$ cat src/rtl/cube_projector.sv
// cube_projector: collects a 24-beat burst of camera-space cube vertices,
// projects each vertex onto the image plane with fixed intrinsics using a
// serial restoring divider, and publishes the projected cube only on a
// video frame boundary so the overlay never tears mid-frame.
module cube_projector #(
  parameter int unsigned FX    = 721,
  parameter int unsigned FY    = 721,
  parameter int          CX    = 609,
  parameter int          CY    = 172,
  parameter int          MAX_X = 1226,
  parameter int          MAX_Y = 370,
  parameter logic [31:0] ZMIN  = 32'h0000_1000
) (
  input  logic             s00_axis_aclk,
  input  logic             s00_axis_areset,
  input  logic [31:0]      s00_axis_tdata,
  input  logic             s00_axis_tvalid,
  input  logic             s00_axis_tlast,
  output logic             s00_axis_tready,
  input  logic             frame_end,
  output logic [7:0][31:0] cube_pts,
  output logic             cube_valid,
  output logic             busy,
  output logic             err
);

  typedef enum logic [3:0] {
    ST_IDLE,
    ST_LOAD,
    ST_DROP,
    ST_MUL,
    ST_DIVX,
    ST_DIVY,
    ST_STORE,
    ST_WAIT,
    ST_COMMIT
  } state_t;

  state_t           state_q, state_d;
  logic [4:0]       beatCnt_q, beatCnt_d;
  logic [2:0]       vtx_q, vtx_d;
  logic [5:0]       divCnt_q, divCnt_d;
  logic             reject_q, reject_d;
  logic             err_q, err_d;
  logic             valid_q, valid_d;
  logic [31:0]      coord_q [24];
  logic [31:0]      coord_d [24];
  logic [7:0][31:0] shadow_q, shadow_d;
  logic [7:0][31:0] pts_q, pts_d;
  logic [47:0]      quot_q, quot_d;
  logic [31:0]      rem_q, rem_d;
  logic [47:0]      magY_q, magY_d;
  logic [47:0]      qx_q, qx_d;
  logic [47:0]      qy_q, qy_d;
  logic             signX_q, signX_d;
  logic             signY_q, signY_d;

  logic               beat;
  logic [4:0]         baseIdx;
  logic [31:0]        xIn, yIn, zIn;
  logic signed [47:0] xExt, yExt, fxExt, fyExt;
  logic signed [47:0] px, py;
  logic [47:0]        absPx, absPy;
  logic               zTooSmall;
  logic [32:0]        remShift;
  logic [31:0]        remDiff, remNext;
  logic               remGe;
  logic [47:0]        quotNext;

  // Saturate the quotient magnitude, apply its sign around the principal
  // point, then clamp into the visible image range.
  function automatic logic [10:0] clampAxis(input logic [47:0] q, input logic neg,
                                            input int c, input int maxv);
    int mag;
    int v;
    mag = (q >= 48'd1048576) ? 1048576 : int'({12'd0, q[19:0]});
    v = neg ? (c - mag) : (c + mag);
    if (v < 0) v = 0;
    else if (v > maxv - 1) v = maxv - 1;
    return 11'(v);
  endfunction

  assign beat    = s00_axis_tvalid && s00_axis_tready;
  assign baseIdx = {2'b00, vtx_q} + {1'b0, vtx_q, 1'b0};
  assign xIn     = coord_q[baseIdx];
  assign yIn     = coord_q[baseIdx + 5'd1];
  assign zIn     = coord_q[baseIdx + 5'd2];

  assign xExt  = {{16{xIn[31]}}, xIn};
  assign yExt  = {{16{yIn[31]}}, yIn};
  assign fxExt = 48'(FX);
  assign fyExt = 48'(FY);
  assign px    = xExt * fxExt;
  assign py    = yExt * fyExt;
  assign absPx = px[47] ? 48'(-px) : 48'(px);
  assign absPy = py[47] ? 48'(-py) : 48'(py);

  assign zTooSmall = $signed(zIn) < $signed(ZMIN);

  // One restoring-division step: shift in the next dividend bit and subtract
  // Z when it fits, shifting the quotient bit into the dividend register.
  assign remShift = {rem_q, quot_q[47]};
  assign remGe    = remShift >= {1'b0, zIn};
  assign remDiff  = remShift[31:0] - zIn;
  assign remNext  = remGe ? remDiff : remShift[31:0];
  assign quotNext = {quot_q[46:0], remGe};

  // State and datapath registers; reset returns everything to idle and empty.
  always_ff @(posedge s00_axis_aclk) begin
    if (s00_axis_areset) begin
      state_q   <= ST_IDLE;
      beatCnt_q <= '0;
      vtx_q     <= '0;
      divCnt_q  <= '0;
      reject_q  <= 1'b0;
      err_q     <= 1'b0;
      valid_q   <= 1'b0;
      coord_q   <= '{default: '0};
      shadow_q  <= '0;
      pts_q     <= '0;
      quot_q    <= '0;
      rem_q     <= '0;
      magY_q    <= '0;
      qx_q      <= '0;
      qy_q      <= '0;
      signX_q   <= 1'b0;
      signY_q   <= 1'b0;
    end else begin
      state_q   <= state_d;
      beatCnt_q <= beatCnt_d;
      vtx_q     <= vtx_d;
      divCnt_q  <= divCnt_d;
      reject_q  <= reject_d;
      err_q     <= err_d;
      valid_q   <= valid_d;
      coord_q   <= coord_d;
      shadow_q  <= shadow_d;
      pts_q     <= pts_d;
      quot_q    <= quot_d;
      rem_q     <= rem_d;
      magY_q    <= magY_d;
      qx_q      <= qx_d;
      qy_q      <= qy_d;
      signX_q   <= signX_d;
      signY_q   <= signY_d;
    end
  end

  // Next-state logic: burst framing, per-vertex multiply/divide/store
  // sequencing, and the frame-aligned commit of the shadow cube.
  always_comb begin
    state_d   = state_q;
    beatCnt_d = beatCnt_q;
    vtx_d     = vtx_q;
    divCnt_d  = divCnt_q;
    reject_d  = reject_q;
    err_d     = 1'b0;
    valid_d   = valid_q;
    coord_d   = coord_q;
    shadow_d  = shadow_q;
    pts_d     = pts_q;
    quot_d    = quot_q;
    rem_d     = rem_q;
    magY_d    = magY_q;
    qx_d      = qx_q;
    qy_d      = qy_q;
    signX_d   = signX_q;
    signY_d   = signY_q;
    case (state_q)
      ST_IDLE: begin
        if (beat) begin
          coord_d[0] = s00_axis_tdata;
          if (s00_axis_tlast) begin
            err_d = 1'b1;
          end else begin
            state_d   = ST_LOAD;
            beatCnt_d = 5'd1;
          end
        end
      end
      ST_LOAD: begin
        if (beat) begin
          coord_d[beatCnt_q] = s00_axis_tdata;
          beatCnt_d = beatCnt_q + 5'd1;
          if (beatCnt_q == 5'd23) begin
            if (s00_axis_tlast) begin
              state_d  = ST_MUL;
              vtx_d    = '0;
              reject_d = 1'b0;
            end else begin
              err_d   = 1'b1;
              state_d = ST_DROP;
            end
          end else if (s00_axis_tlast) begin
            err_d   = 1'b1;
            state_d = ST_IDLE;
          end
        end
      end
      ST_DROP: begin
        if (beat && s00_axis_tlast) state_d = ST_IDLE;
      end
      ST_MUL: begin
        if (zTooSmall) reject_d = 1'b1;
        quot_d   = absPx;
        rem_d    = '0;
        magY_d   = absPy;
        signX_d  = px[47];
        signY_d  = py[47];
        divCnt_d = '0;
        state_d  = ST_DIVX;
      end
      ST_DIVX: begin
        quot_d   = quotNext;
        rem_d    = remNext;
        divCnt_d = divCnt_q + 6'd1;
        if (divCnt_q == 6'd47) begin
          qx_d     = quotNext;
          quot_d   = magY_q;
          rem_d    = '0;
          divCnt_d = '0;
          state_d  = ST_DIVY;
        end
      end
      ST_DIVY: begin
        quot_d   = quotNext;
        rem_d    = remNext;
        divCnt_d = divCnt_q + 6'd1;
        if (divCnt_q == 6'd47) begin
          qy_d     = quotNext;
          divCnt_d = '0;
          state_d  = ST_STORE;
        end
      end
      ST_STORE: begin
        shadow_d[vtx_q] = {5'd0, clampAxis(qy_q, signY_q, CY, MAX_Y),
                           5'd0, clampAxis(qx_q, signX_q, CX, MAX_X)};
        vtx_d = vtx_q + 3'd1;
        if (vtx_q == 3'd7) begin
          if (reject_q) begin
            err_d   = 1'b1;
            state_d = ST_IDLE;
          end else begin
            state_d = ST_WAIT;
          end
        end else begin
          state_d = ST_MUL;
        end
      end
      ST_WAIT: begin
        if (frame_end) state_d = ST_COMMIT;
      end
      ST_COMMIT: begin
        pts_d   = shadow_q;
        valid_d = 1'b1;
        state_d = ST_IDLE;
      end
      default: state_d = ST_IDLE;
    endcase
  end

  // Handshake and status outputs decoded from the current state.
  always_comb begin
    s00_axis_tready = 1'b0;
    busy            = 1'b0;
    case (state_q)
      ST_IDLE, ST_LOAD, ST_DROP: s00_axis_tready = 1'b1;
      default:                   s00_axis_tready = 1'b0;
    endcase
    case (state_q)
      ST_LOAD, ST_MUL, ST_DIVX, ST_DIVY, ST_STORE, ST_WAIT: busy = 1'b1;
      default:                                               busy = 1'b0;
    endcase
  end

  assign cube_pts   = pts_q;
  assign cube_valid = valid_q;
  assign err        = err_q;

endmodule

$ cat config.mk
export PLATFORM = sky130hd
export DESIGN_NAME = cube_projector
export DESIGN_NICKNAME = d
export VERILOG_FILES = /design/src/rtl/cube_projector.sv
export SDC_FILE = /design/constraint.sdc
export NUM_CORES = 2
export LEC_CHECK = 0
export BUFFER_PORTS_ARGS = -buffer_cell sky130_fd_sc_hd__buf_2
export CORE_ASPECT_RATIO = 2
export CORE_MARGIN = 4
export CORE_UTILIZATION = 50
export CTS_BUF_LIST = sky130_fd_sc_hd__clkbuf_4 sky130_fd_sc_hd__clkbuf_8
export DETAILED_ROUTE_END_ITERATION = 12
export PLACE_DENSITY = 0.66
export SKIP_LAST_GASP = 1
export SYNTH_ARGS = -nofsm -noshare
export SYNTH_HDL_FRONTEND = slang
export SYNTH_SLANG_ARGS = --single-unit
$ cat constraint.sdc
create_clock -name s00_axis_aclk -period 29.4 [get_ports s00_axis_aclk]
set_input_delay 0 -clock s00_axis_aclk [delete_from_list [all_inputs] [get_ports s00_axis_aclk]]
set_output_delay 0 -clock s00_axis_aclk [all_outputs]
set_load 0.005 [all_outputs]
==> impl_results.md <==
- Clock net sink count: 1367
- Comb pwr share: 40.5%
- Net count, final: 10262
- # DRC: 0
- Via-per-instance ratio: 6.36
- Setup crit end kind: register
- Synthesis warning total: 0
- Slowest stage cell, crit path: fa_4
- Skew final: 0.156 ns
- Flop pwr share: 31.5%
- Crit path max fanout: 52
- CORE AREA: 170000 sq um
- CTS tree: built
- Via count: 76786
- Net Sw Power: 2460 uW
- Rows: 214
- Post-synthesis cell count: 9804
- First-pass GRT wire length: 476000 um
- Share of cells above drive strength 1: 15.5%
- WP data required: 30.20 ns
- Final Slew Violations: 0
- Syn Area/Cell: 8.74 sq um
- Setup violators final: 0
- Die height: 593 um
- Largest net degree at the start of global routing: 128
- Pwr dens: 68.2 nW/um^2
- CTS H-tree depth: 4
- Post-cts resize count: 0
- Sequential element share of the synthesized area: 32.0%
- Initial DRC Count: 8470
- Synth Register Bits: 1367
- Hold Path Class: in2reg
- CTS Buffer Depth: 4
- Setup TNS: 0 ns
- Fillers: 15520
- Area grow syn2layout: 8.33%
- Seq. cell area: 27400 sq um
- Area of the mapped netlist: 85600 sq um
- Die area: 178000 sq um
- Ys flop type: dfxtp_1
- Status: completed
- Die X: 301 um
- CP Launch Type: register
- TritonCTS buffer count: 202
- CP Class: reg2reg
- Tightest Pin Transition: 1.25 ns
- IO Pins: 297
- Final std cell area, no fill: 92800 sq um
- HPWL after DPL: 216000 um
- Cell-internal power: 3870 uW
- Most common cell after layout, fill and taps aside: nand2_1
- Drt pass-1 iters: 6
- Worst path max stage delay: 1.27 ns
- Max-cap violations: 0
- Final number of hold-violating endpoints: 0
- WL/cell: 27.0 um
- Tot GR Track Use: 35.5%
- Most frequent cells in the layout: nand2_1, dfxtp_1, a21oi_1, mux4_2, inv_1
- Number of global-route vias before repair: 75307
- Clk pwr share: 28.0%
- Distinct cells, synth: 119
- Later-pin clock latency in the skew report: 0.97 ns
- Multi-input logic area: 53700 sq um
- Routability Congestion: 1.01
- Initial antenna violation count: 16
- Post-synth EDFFs: 0
- RSZ-0062 raised after global routing: false
- ANT nets after route: 0
- GRT overflow: 0
- Pleak: 0.0353 uW
- Root Driver: clkbuf_8
- Fraction of registers with async set/reset: 0%
- Starting Density: 50.4%
- Post-DP Area: 87800 sq um
- Final WL: 326000 um
- Port bufs: 216
- Clock-pin slew on the worst setup and hold paths: 0.07 ns
- Slew HR: 16.3%
- Fmax: 0.0785 GHz
- Final worst-path cycle share: 43.3%
- Switching fraction of total power: 38.9%
- Fin crit period: 12.74 ns
- CP Data Arrival Time: 13.53 ns
- Maximum vdd drop: 103 uV
state kept, by name, indices dropped and copies added (netlist names), 3 cells and up:
signal     flops
cube_pts     176
qx_q          48
rem_q         32
coord_q      768
quot_q        48
vtx_q          3
shadow_q     176
qy_q          48
magY_q        48
state_q        4
beatCnt_q      5
divCnt_q       6
Yosys cell counts, types with 69 or more instances:
cell	number	area, sq um
mux4_2	589	13300
o21ai_0	205	1030
a211oi_1	89	668
inv_1	392	1470
dfxtp_1	1367	27400
fa_1	188	3760
mux2i_1	199	1990
xor2_1	82	718
ha_1	389	4870
clkbuf_1	583	2190
nand2_1	2592	9730
xnor2_1	83	727
a21oi_1	1332	6670
a22o_1	71	622
buf_2	89	445
nor2_1	314	1180
nand3_1	126	631
nor3_1	69	345
buf_4	112	841
cells by family after synthesis:
logic type,share of synthesized area (%)
other cells,0.00438
flops,32.0
mux,17.9
xor+xnor,1.73
simple gates,16.8
fa+ha+maj,10.1
compound gates,15.2
buf+inv,6.33
final timing paths:
path	startpoint	endpoint	slack, ns	depth (start not counted)
worst max-delay path	vtx_q[0]	magY_q[6]	16.67	28
worst min-delay path	s00_axis_tdata[24]	coord_q[536]	0.06	4
worst max register to register	vtx_q[0]	magY_q[6]	16.67	28
worst min register to register	shadow_q[242]	cube_pts[242]	0.39	2
stage by stage:
step / instances / power, uW / setup slack [ns] / hold slack (ns) / utilization (%)
after floorplan: 9883 / 3960 / 19.77 / 0.110 / -
after global placement: 11674 / 4540 / 17.10 / 0.294 / 51.6
after detailed placement: 11674 / 4560 / 16.85 / 0.307 / 51.6
after CTS: 12065 / 6320 / 16.78 / 0.0255 / 54.5
after global routing: 12069 / 6690 / 15.91 / 0.0775 / 54.6
final: 12080 / 6330 / 16.67 / 0.0620 / 54.6
per-layer routing:
layer | share of wire (%) | up-vias | track usage [%]
li1 | - | 33937 | -
met1 | 31 | 36671 | 35.7
met2 | 47 | 4467 | 59.9
met3 | 9.6 | 1709 | 7.78
met4 | 12 | 2 | 35.0
met5 | 0.0040 | - | 0
critical path, delay by kind of cell (launching register included):
| kind | cells | cell delay (ns) |
|---|---|---|
| and+or+nand+nor | 2 | 0.89 |
| xor gates and xnor gates | 1 | 0.89 |
| adders and majority gates | 8 | 4.25 |
| muxes | 1 | 0.58 |
| DFF | 1 | 0.86 |
| buffers and inverters | 6 | 1.73 |
| AOI/OAI and AO/OA | 10 | 3.34 |
power groups by stage:
stage	Combinational [uW]	Sequential [uW]	Clock, uW
6_report	2560	1990	1770
5_1_grt	2830	2000	1860
4_1_cts	2550	1990	1790
3_5_place_dp	2530	2030	0
3_3_place_gp	2510	2030	0
2_1_floorplan	1970	1990	0
cell type report:
class                      instances  area share, %
clock inverter                    55          0.789
timing repair buffer             415           2.96
multi-input combinational       7266           57.9
sequential                      1367           29.5
tap                             2268           3.06
antenna                           15         0.0405
clock buffer                     298           4.14
inverter                         396           1.60
repair_timing:
item / in CTS / in global routing
buffers inserted: 0 / 0
endpoints found under the hold margin: 970 / 0
hold buffers: 38 / 0
No activity file was read; power rests on OpenSTA's default activity.
